--- src/rtl/fft_frame_loader.sv ---
// Drains one FRAME_LEN-sample frame from the shift FIFO into the FFT core once the FIFO reports full.
// Latency: a word read from the FIFO appears on out_data one cycle after its fifo_rd_ce cycle.
// Backpressure: out_ready low with out_valid high stalls reads and holds out_* stable; FIFO empty stalls and flags underrun.
module fft_frame_loader #(
  parameter int DWIDTH    = 32,
  parameter int FRAME_LEN = 128,
  parameter int IDX_W     = 7
) (
  input  logic              clk,
  input  logic              rst,
  input  logic              fifo_full,
  input  logic              fifo_empty,
  input  logic [DWIDTH-1:0] fifo_data,
  output logic              fifo_rd_ce,
  output logic              start_fft,
  output logic [DWIDTH-1:0] out_data,
  output logic              out_valid,
  input  logic              out_ready,
  output logic [IDX_W-1:0]  out_index,
  output logic              out_last,
  output logic              busy,
  output logic [15:0]       frame_cnt,
  output logic              underrun
);

  typedef enum logic [1:0] {
    IDLE   = 2'd0,
    START  = 2'd1,
    STREAM = 2'd2,
    DRAIN  = 2'd3
  } state_t;

  // One extra bit so the count can reach FRAME_LEN without wrapping inside a frame.
  localparam logic [IDX_W:0] LAST_CNT = (IDX_W+1)'(FRAME_LEN - 1);

  state_t           state;
  state_t           state_nxt;
  logic [IDX_W:0]   rd_cnt;
  logic             load;
  logic             out_hs;
  logic             last_rd;
  logic             slot_free;

  assign out_hs    = out_valid & out_ready;
  assign last_rd   = (rd_cnt == LAST_CNT);
  // The output register can take a new word when it is empty or its word leaves this cycle.
  assign slot_free = ~out_valid | out_ready;

  assign fifo_rd_ce = load;
  assign busy       = (state != IDLE);

  // State register; reset abandons any partial frame.
  always_ff @(posedge clk or posedge rst) begin
    if (rst) begin
      state <= IDLE;
    end else begin
      state <= state_nxt;
    end
  end

  // Next-state decode plus the combinational read enable and start pulse.
  always_comb begin
    state_nxt = state;
    load      = 1'b0;
    start_fft = 1'b0;
    case (state)
      IDLE: begin
        if (fifo_full) begin
          state_nxt = START;
        end
      end
      START: begin
        start_fft = 1'b1;
        state_nxt = STREAM;
      end
      STREAM: begin
        load = slot_free & ~fifo_empty;
        if (load && last_rd) begin
          state_nxt = DRAIN;
        end
      end
      DRAIN: begin
        if (out_hs) begin
          state_nxt = IDLE;
        end
      end
      default: state_nxt = IDLE;
    endcase
  end

  // Output register, read counter, frame counter and sticky underrun flag.
  always_ff @(posedge clk or posedge rst) begin
    if (rst) begin
      rd_cnt    <= '0;
      out_data  <= '0;
      out_valid <= 1'b0;
      out_index <= '0;
      out_last  <= 1'b0;
      frame_cnt <= '0;
      underrun  <= 1'b0;
    end else begin
      case (state)
        START: begin
          rd_cnt <= '0;
        end
        STREAM: begin
          if (load) begin
            out_data  <= fifo_data;
            out_valid <= 1'b1;
            out_index <= rd_cnt[IDX_W-1:0];
            out_last  <= last_rd;
            rd_cnt    <= rd_cnt + (IDX_W+1)'(1);
          end else begin
            if (out_hs) begin
              out_valid <= 1'b0;
            end
            // A read was wanted but the FIFO had nothing: remember it until reset.
            if (fifo_empty && slot_free) begin
              underrun <= 1'b1;
            end
          end
        end
        DRAIN: begin
          if (out_hs) begin
            out_valid <= 1'b0;
            out_last  <= 1'b0;
            frame_cnt <= frame_cnt + 16'd1;
          end
        end
        default: begin
        end
      endcase
    end
  end

endmodule

--- config.mk ---
export PLATFORM = sky130hd
export DESIGN_NAME = fft_frame_loader
export DESIGN_NICKNAME = d
export VERILOG_FILES = /design/src/rtl/fft_frame_loader.sv
export SDC_FILE = /design/constraint.sdc
export NUM_CORES = 1
export LEC_CHECK = 0
export BUFFER_PORTS_ARGS = -buffer_cell sky130_fd_sc_hd__buf_2
export CAP_MARGIN = 30
export CORE_MARGIN = 4
export CORE_UTILIZATION = 40
export DETAILED_ROUTE_END_ITERATION = 10
export GPL_TIMING_DRIVEN = 0
export HOLD_SLACK_MARGIN = 0.03
export PLACE_DENSITY = 0.67
export REMOVE_ABC_BUFFERS = 1
export SLEW_MARGIN = 20
export SYNTH_ARGS = -nofsm -noshare
export SYNTH_HDL_FRONTEND = slang
export SYNTH_SLANG_ARGS = --single-unit
--- constraint.sdc ---
create_clock -name clk -period 2.95 [get_ports clk]
set_input_delay 0.1475 -clock clk [delete_from_list [all_inputs] [get_ports clk]]
set_output_delay 0.1475 -clock clk [all_outputs]
set_load 0.1 [all_outputs]
==> results of run 1 <==
==> worst max-delay path, cell delays in order (launching register included) <==
cell      delay [ns]
dfrtp_1         0.40
inv_1           0.13
ha_1            0.30
nand2b_1        0.21
nand2b_2        0.46
inv_6           0.36
buf_4           0.36
==> cell type report <==
cell class	instances	area [µm²]
inverters	6	30.03
clock buffers	11	141.4
flip-flops and latches	68	1702
multi-input cells	219	1162
fillers	626	2831
repair buffers	132	873.3
clock inverters	5	83.83
well taps	96	120.1
==> flip-flops by register name, indices dropped and copies added, names as in the netlist <==
register   cells
state          2
out_last       1
out_index      7
rd_cnt         8
out_data      32
out_valid      1
frame_cnt     16
underrun       1
==> kinds of logic (layout without fill, tap and decap cells) <==
group	count (synthesis)	after routing	share of synthesized area, %
fa+ha+maj	7	7	2.984
xor+xnor	19	19	5.669
buf+inv	16	154	2.515
flops	68	68	57.97
mux	3	3	1.108
simple gates	176	176	26.64
compound gates	14	14	3.112
==> layout by cell type (no fill, tap or decap), drive strengths merged <==
master	count
nand3	5
and3	2
o21ai	7
nor4	3
dlygate4sd3	33
and4	2
nand4	6
a21oi	1
bufinv	2
and2b	1
nand2	131
o211ai	1
nor4b	1
nor3	7
nor2b	2
inv	7
a22o	3
buf	99
xnor2	9
clkbuf	11
nor2	10
nand2b	5
and4b	1
ha	7
clkinvlp	2
dfrtp	68
mux2i	1
xor2	10
o2111ai	1
a31o	1
mux2	2
==> power breakdown <==
part	switching [mW]	internal, mW
sequential	0.0743	1.04
combinational	0.785	0.176
clock	0.350	0.503
==> per-stage QoR <==
stage | cells | power (mW) | utilization [%]
3_5_place_dp | 488 | 2.059 | 51.12
5_1_grt | 537 | 3.064 | 59.23
6_report | 537 | 2.926 | 59.23
3_3_place_gp | 486 | 2.040 | 50.25
4_1_cts | 537 | 2.956 | 59.19
2_1_floorplan | 293 | 1.879 | -
==> final timing paths <==
path,slack (ns),cells after the start,from,to
worst max-delay path,0.23,6,state[0],fifo_rd_ce
min in group asynchronous,0.33,3,rst,frame_cnt[14]
worst min-delay path,0.12,2,fifo_empty,underrun
worst min register to register,0.47,1,frame_cnt[15],frame_cnt[15]
worst max register to register,0.75,7,state[0],rd_cnt[5]
max in group asynchronous,2.11,4,rst,rd_cnt[5]
==> routing by layer <==
layer  track usage [%]  routed length [µm]  vias to the layer above
met5                 0                   0                        -
met4             4.693                  88                        0
met3             4.087                 291                        8
met2             27.28                3368                       63
met1             19.48                2941                     1155
li1                  -                   -                     1241
==> Yosys cell counts, types with 2 or more instances <==
library cell and count:
nand2_1 131, mux2_2 2, clkbuf_1 4, xnor2_1 9
o21ai_0 6, and4_1 2, a22o_1 3, and3_1 2
buf_2 5, nand2b_1 5, nor2_1 10, xor2_1 10
inv_1 5, nor4_1 2, nor2b_1 2, nand3_1 5
nor3_1 7, dfrtp_1 68, ha_1 7, nand4_1 5
==> repair_timing <==
action | CTS | global route
hold buffers | 33 | 0
endpoints found under the hold margin | 55 | 0
gates resized for setup | 2 | 1
setup buffers | 0 | 0
cloned | 0 | 0
endpoints found under the setup margin | 1 | 1
pin swaps | 0 | 0
==> results.py, run 1 <==
metrics = {
    "status": {
        "status": "finished, final reports clean",
    },
    "logic_synthesis": {
        "ys.flop_type": "dfrtp_1",
        "syn_area_per_cell_um2": 9.688,
        "synthTopCellsByArea": "dfrtp_1 (58%), nand2_1 (17%), ha_1 (3.0%), xor2_1 (3.0%), xnor2_1 (2.7%)",
        "synth_edf_count": 0,
        "synth_top_area_share_pct": 57.97,
        "syn-cell-area_mm2": 0.002935,
        "synth_cell_type_count": 33,
        "synth-seq-cells": 68,
        "async_flop_share_pct": 100.0,
        "yosysWarningCount": 0,
        "ys_seq_area_share_pct": 57.97,
        "synth.largest_area_cell": "dfrtp_1",
        "syn-instance-count": 303,
    },
    "clock_network": {
        "clk_latency_ns": 0.33,
        "clock_sinks": 68,
        "cts_tree": "yes",
        "clk_path_buf_depth": 2,
        "h-tree-depth": 3,
        "clk_pin_slew_ns": 0.08,
        "clockRootBuffer": "clkbuf_8",
        "cts_buffers": 9,
    },
    "place": {
        "place_area_mm2": 0.003550,
        "dp_slack_ns": 0.1152,
        "port_buffers": 97,
        "gp_congestion": 0.7722,
        "dp_hpwl_um": 4604,
    },
    "route": {
        "via_per_inst": 4.594,
        "wl_per_cell_um": 12.46,
        "drc_errors": 0,
        "final_antenna_net_count": 0,
        "dr.pass1.iters": 4,
        "vias": 2467,
        "drtIter0Drc": 124,
        "wl_um": 6689,
    },
    "sta": {
        "period_minus_slack_ns": 2.717,
        "fin_hold_ws_ns": 0.1194,
        "setup_viol": 0,
        "fin_crit_sh_pct": 92.11,
        "tightest_slew_ns": 0.5039,
        "rsz0062_at_grt": "false",
        "maxSlewHeadroom_pct": 66.64,
        "max_freq_ghz": 0.3680,
        "worst_slack_ns": 0.2327,
        "report.final.hold_viol_count": 0,
        "finClkSkew_ns": 0.01133,
        "tns_ns": 0,
        "drv_slew": 0,
    },
    "floorplan": {
        "core_area_mm2": 0.006944,
        "rows": 30,
        "io-pin-count": 98,
        "die_area_mm2": 0.008773,
        "initial_core_util_pct": 42.27,
        "dieHeight_um": 93.67,
        "die_w_um": 93.67,
    },
    "worst_setup_path": {
        "startpoint_type": "flip-flop",
        "crit_path_end_kind": "output port",
        "path_class": "flip-flop to output port",
        "critPathRequiredTime_ns": 2.80,
        "worstPathArrival_ns": 2.57,
        "path_max_fanout": 43,
    },
    "power_and_ir_drop": {
        "power_density_mw_per_mm2": 711.4,
        "ir_drop_uv": 434.7,
        "leakage_nw": 2.260,
    },
    "cells_and_area": {
        "postLayoutCellArea_mm2": 0.004113,
        "final_layout_size_suffix_gt1_share_pct": 27.89,
        "area_delta_synth_final_pct": 40.11,
        "n_antenna_cell": 0,
        "nNetsFinal": 480,
    },
    "global_routing": {
        "grt_util_all_layers_pct": 15.81,
        "grt_max_degree": 46,
        "grt_pass1_wl_um": 11100,
        "antenna_found_initial": 0,
        "first_global_vias": 2411,
        "overflow": 0,
    },
    "worst_hold_path": {
        "hold_path_class": "input port to flip-flop",
    },
    "flow_run": {
        "maxCapViolCount": 0,
    },
}
Note: power is estimated with default switching activity, not from simulation.
==> run 2: changes to the inputs <==
--- a/config.mk
+++ b/config.mk
@@ -12,7 +12,7 @@
 export DETAILED_ROUTE_END_ITERATION = 10
 export GPL_TIMING_DRIVEN = 0
 export HOLD_SLACK_MARGIN = 0.03
-export PLACE_DENSITY = 0.67
+export PLACE_DENSITY = 0.66
 export REMOVE_ABC_BUFFERS = 1
 export SLEW_MARGIN = 20
 export SYNTH_ARGS = -nofsm -noshare
==> run 2 against run 1 <==
Net effect:
- sequential cell count did not move
- critical path depth did not move
- final cell count unchanged
- die area unchanged
- register-to-register slack hardly changed
- hold slack got worse by 0.035 ns
- worst setup slack improved by 0.0085 ns
- via count up 0.36%
- core utilization fell by 0.45 points
- power shrank 3.4%
- clock skew is 0.0030 ns lower
- critical endpoint unchanged
- largest cell class unchanged
==> results.py, run 2 (synthesized netlist as in run 1, its figures left out) <==
metrics = {
    "worst_setup_path": {
        "crit_path_end_kind": "output port",
        "startpoint_type": "flip-flop",
        "worstRegToRegCells": 7,
        "path_max_fanout": 43,
        "reg2reg_from": "state[0]",
        "r2r_end": "rd_cnt[5]",
        "r2r_slack_ns": 0.76,
        "critPathRequiredTime_ns": 2.80,
        "worstPathArrival_ns": 2.56,
        "critical_path.startpoint": "state[0]",
        "path_class": "flip-flop to output port",
    },
    "cells_and_area": {
        "nNetsFinal": 480,
        "fin_cells": 537,
        "n_antenna_cell": 0,
        "seqCellArea_mm2": 0.001702,
        "multi_input_area_mm2": 0.001162,
        "largest-register": "out_data",
        "biggestRegsByFlops": "out_data x32, frame_cnt x16, rd_cnt x8",
        "fin_util_pct": 58.77,
        "largest_reg_flops": 32,
        "final_cell_mix": "nand2_1 (131), buf_2 (96), dfrtp_1 (68)",
        "final_layout_size_suffix_gt1_share_pct": 27.89,
        "fillers": 631,
        "layout_commonest_cell": "nand2_1",
        "area_delta_synth_final_pct": 39.05,
    },
    "route": {
        "dr.pass1.iters": 4,
        "via_per_inst": 4.611,
        "final_antenna_net_count": 0,
        "wl_um": 7162,
        "drc_errors": 0,
        "wl_per_cell_um": 13.34,
        "vias": 2476,
        "drtIter0Drc": 76,
    },
    "power_and_ir_drop": {
        "power_density_mw_per_mm2": 692.2,
        "p_seq_share_pct": 39.5,
        "p_total_mw": 2.825,
        "power_frac_clock_pct": 26.4,
        "leakage_nw": 2.247,
        "ir_drop_uv": 400.1,
        "pwr-share-comb_pct": 34.1,
        "p_int_mw": 1.605,
        "p_sw_mw": 1.221,
        "p_sw_share_pct": 43.20,
    },
    "clock_network": {
        "clk_path_buf_depth": 2,
        "h-tree-depth": 3,
        "clock_sinks": 68,
        "cts_tree": "yes",
        "clockRootBuffer": "clkbuf_8",
        "clk_latency_ns": 0.34,
        "cts_buffers": 9,
        "clk_pin_slew_ns": 0.07,
    },
    "sta": {
        "max_freq_ghz": 0.3692,
        "report.final.hold_viol_count": 0,
        "worst_slack_ns": 0.2412,
        "drv_slew": 0,
        "rsz0062_at_grt": "false",
        "finClkSkew_ns": 0.008339,
        "fin_crit_sh_pct": 91.82,
        "fin_hold_ws_ns": 0.08425,
        "maxSlewHeadroom_pct": 66.21,
        "tightest_slew_ns": 0.5104,
        "period_minus_slack_ns": 2.709,
        "setup_viol": 0,
    },
    "flow_run": {
        "maxCapViolCount": 0,
    },
    "floorplan": {
        "initial_core_util_pct": 42.27,
        "die_w_um": 93.67,
        "die_area_mm2": 0.008773,
        "dieHeight_um": 93.67,
        "rows": 30,
        "io-pin-count": 98,
        "core_area_mm2": 0.006944,
    },
    "global_routing": {
        "grt_util_all_layers_pct": 16.98,
        "grt_max_degree": 48,
        "overflow": 0,
        "grt_pass1_wl_um": 11670,
        "first_global_vias": 2438,
        "antenna_found_initial": 0,
    },
    "worst_hold_path": {
        "hold_path_depth": 2,
        "hold_start": "fifo_empty",
        "hold-path-endpoint": "underrun",
        "hold_path_class": "input port to flip-flop",
    },
    "status": {
        "status": "finished, final reports clean",
    },
    "place": {
        "dp.cells": 488,
        "port_buffers": 97,
        "dp_slack_ns": 0.1547,
        "gp_congestion": 0.7393,
        "dp_hpwl_um": 4609,
    },
}
[run 2: cell type report]
class	count	area share [%]
sequential	68	41.69
clock inverter	6	1.563
tap	96	2.943
inverter	6	0.7971
multi-input combinational	219	28.48
timing repair buffer	132	21.40
clock buffer	10	3.127
[run 2: power groups by stage]
stage,Clock (mW),Sequential [mW],Combinational [mW]
floorplan,0,1.72,0.156
global placement,0,1.13,0.914
detailed placement,0,1.13,0.930
CTS,0.774,1.11,0.965
global route,0.819,1.13,1.01
finish,0.747,1.12,0.963
[run 2: worst max path at each step]
stage / slack, ns / end
2_1_floorplan: -0.13 / rd_cnt[2]
3_3_place_gp: -0.84 / fifo_rd_ce
3_5_place_dp: 0.15 / fifo_rd_ce
4_1_cts: 0.006 / fifo_rd_ce
5_1_grt: 0.0008 / fifo_rd_ce
6_report: 0.24 / fifo_rd_ce
[run 2: per-layer routing]
| metal | part of all wire (%) | up-vias | wire [µm] | track usage (%) |
|---|---|---|---|---|
| li1 | - | 1247 | - | - |
| met1 | 43 | 1149 | 3104 | 21.71 |
| met2 | 49 | 62 | 3523 | 26.74 |
| met3 | 4.2 | 18 | 299 | 3.365 |
| met4 | 3.3 | 0 | 235 | 9.988 |
| met5 | 0 | - | 0 | 0 |
[run 2: critical path: stages (launching register included)]
cell and delay [ns]:
dfrtp_1 0.40, inv_1 0.13, ha_1 0.31, nand2b_1 0.20, nand2b_2 0.45, inv_8 0.31, clkbuf_4 0.39
[run 2: through the flow]
stage	area (µm²)	setup TNS (ns)
after global placement	3490	-24.03
final	4081	0
after detailed placement	3550	0
after CTS	4074	0
after floorplan	2884	-0.9588
after global routing	4081	0
[run 2: repair_timing]
| action | CTS | global route |
|---|---|---|
| setup buffers | 0 | 0 |
| gates cloned | 0 | 0 |
| pin swaps | 0 | 0 |
| setup endpoints to repair | 1 | 1 |
| hold endpoints to repair | 53 | 0 |
| hold buffers | 33 | 0 |
| gates resized for setup | 1 | 3 |
==> run 3: changes to the inputs <==
--- a/config.mk
+++ b/config.mk
@@ -6,13 +6,14 @@
 export NUM_CORES = 1
 export LEC_CHECK = 0
 export BUFFER_PORTS_ARGS = -buffer_cell sky130_fd_sc_hd__buf_2
-export CAP_MARGIN = 30
+export CAP_MARGIN = 15
 export CORE_MARGIN = 4
 export CORE_UTILIZATION = 40
 export DETAILED_ROUTE_END_ITERATION = 10
 export GPL_TIMING_DRIVEN = 0
 export HOLD_SLACK_MARGIN = 0.03
 export PLACE_DENSITY = 0.66
+export RECOVER_POWER = 25
 export REMOVE_ABC_BUFFERS = 1
 export SLEW_MARGIN = 20
 export SYNTH_ARGS = -nofsm -noshare
==> run 3 against run 2 <==
Net effect:
- hold slack hardly changed
- critical endpoint unchanged
- critical path depth stayed put
- sequential power hardly changed
- design area is 0.61% lower
- clock power hardly changed
- largest power group unchanged
- worst setup slack better by 0.0018 ns
==> results.py, run 3 (synthesized netlist as in run 1, its figures left out) <==
metrics = {
    "clock_network": {
        "h-tree-depth": 3,
        "postCtsSetupRepairBufs": 0,
        "cts_buffers": 9,
        "cts_tree": "yes",
        "clk_latency_ns": 0.35,
        "clock_sinks": 68,
        "clk_pin_slew_ns": 0.07,
        "clockRootBuffer": "clkbuf_8",
        "clk_path_buf_depth": 2,
    },
    "cells_and_area": {
        "final_cell_mix": "nand2_1 (131), buf_2 (95), dfrtp_1 (68)",
        "postLayoutCellArea_mm2": 0.004056,
        "area_delta_synth_final_pct": 38.19,
        "largest_reg_flops": 32,
        "nNetsFinal": 480,
        "biggestRegsByFlops": "out_data x32, frame_cnt x16, rd_cnt x8",
        "n_antenna_cell": 0,
        "largest-register": "out_data",
        "layout_commonest_cell": "nand2_1",
        "final_layout_size_suffix_gt1_share_pct": 27.66,
    },
    "power_and_ir_drop": {
        "ir_drop_uv": 400.2,
        "leakage_nw": 2.232,
        "p_total_mw": 2.820,
        "power_density_mw_per_mm2": 695.2,
    },
    "sta": {
        "worst_slack_ns": 0.2431,
        "period_minus_slack_ns": 2.707,
        "maxSlewHeadroom_pct": 23.58,
        "tightest_slew_ns": 1.146,
        "drv_slew": 0,
        "fin_crit_sh_pct": 91.76,
        "fin_hold_ws_ns": 0.08427,
        "report.final.hold_viol_count": 0,
        "rsz0062_at_grt": "false",
        "max_freq_ghz": 0.3694,
        "setup_viol": 0,
        "finClkSkew_ns": 0.009288,
    },
    "route": {
        "via_per_inst": 4.620,
        "vias": 2481,
        "drc_errors": 0,
        "final_antenna_net_count": 0,
        "drtIter0Drc": 86,
        "wl_um": 7138,
        "dr.pass1.iters": 4,
        "wl_per_cell_um": 13.29,
    },
    "worst_setup_path": {
        "crit_path_end_kind": "output port",
        "worstPathArrival_ns": 2.56,
        "path_class": "flip-flop to output port",
        "path_max_fanout": 43,
        "startpoint_type": "flip-flop",
        "critPathRequiredTime_ns": 2.80,
    },
    "floorplan": {
        "dieHeight_um": 93.67,
        "die_w_um": 93.67,
        "die_area_mm2": 0.008773,
        "core_area_mm2": 0.006944,
        "initial_core_util_pct": 42.27,
        "io-pin-count": 98,
        "rows": 30,
    },
    "place": {
        "dp_slack_ns": 0.1547,
        "place_area_mm2": 0.003550,
        "gp_congestion": 0.7393,
        "port_buffers": 97,
        "dp_hpwl_um": 4609,
    },
    "global_routing": {
        "grt_util_all_layers_pct": 16.98,
        "grt_max_degree": 48,
        "grt_pass1_wl_um": 11670,
        "first_global_vias": 2438,
        "antenna_found_initial": 0,
        "overflow": 0,
    },
    "status": {
        "status": "finished, final reports clean",
    },
    "flow_run": {
        "maxCapViolCount": 0,
    },
    "worst_hold_path": {
        "hold_path_class": "input port to flip-flop",
    },
}
run 3: worst max-delay path: stages, from the launching register on:
cell,delay (ns)
dfrtp_1,0.40
inv_1,0.13
ha_1,0.30
nand2b_1,0.20
nand2b_2,0.45
inv_8,0.31
clkbuf_4,0.39
run 3: layout make-up:
type / count / area (µm²)
flip-flops and latches: 68 / 1702
fillers: 632 / 2888
repair buffers: 132 / 849.6
multi-input cells: 219 / 1162
inverters: 6 / 31.28
well taps: 96 / 120.1
clock buffers: 10 / 127.6
clock inverters: 6 / 63.81
run 3: per-stage QoR:
step | util, % | cells | setup TNS, ns
finish | 58.41 | 537 | 0
global route | 58.41 | 537 | 0
CTS | 58.67 | 537 | 0
detailed placement | 51.12 | 488 | 0
global placement | 50.25 | 486 | -24.03
floorplan | - | 293 | -0.9588
run 3: where the power goes:
part	leakage, nW	switching (mW)	internal [mW]
Combinational	1.27	0.786	0.172
Clock	0.0927	0.356	0.390
Sequential	0.870	0.0769	1.04
run 3: metal layers:
metal  GRT usage (%)  up-vias  wire [µm]
li1                -     1247          -
met1           21.71     1150       3063
met2           26.74       66       3526
met3           3.365       18        312
met4           9.988        0        235
met5               0        -          0
run 3: path summary, 6_finish.rpt:
kind	from	to	slack, ns	cells past startpoint
worst max register to register	state[0]	rd_cnt[5]	0.76	7
min in group asynchronous	rst	frame_cnt[5]	0.49	3
worst max-delay path	state[0]	fifo_rd_ce	0.24	6
worst min register to register	frame_cnt[15]	frame_cnt[15]	0.47	1
max in group asynchronous	rst	rd_cnt[0]	0.87	4
worst min-delay path	fifo_empty	underrun	0.08	2
run 3: timing repair:
| action | 4_1_cts | 5_1_grt |
|---|---|---|
| hold endpoints to repair | 53 | 0 |
| hold buffers | 33 | 0 |
| endpoints found under the setup margin | 1 | 1 |
| gates resized for setup | 1 | 3 |
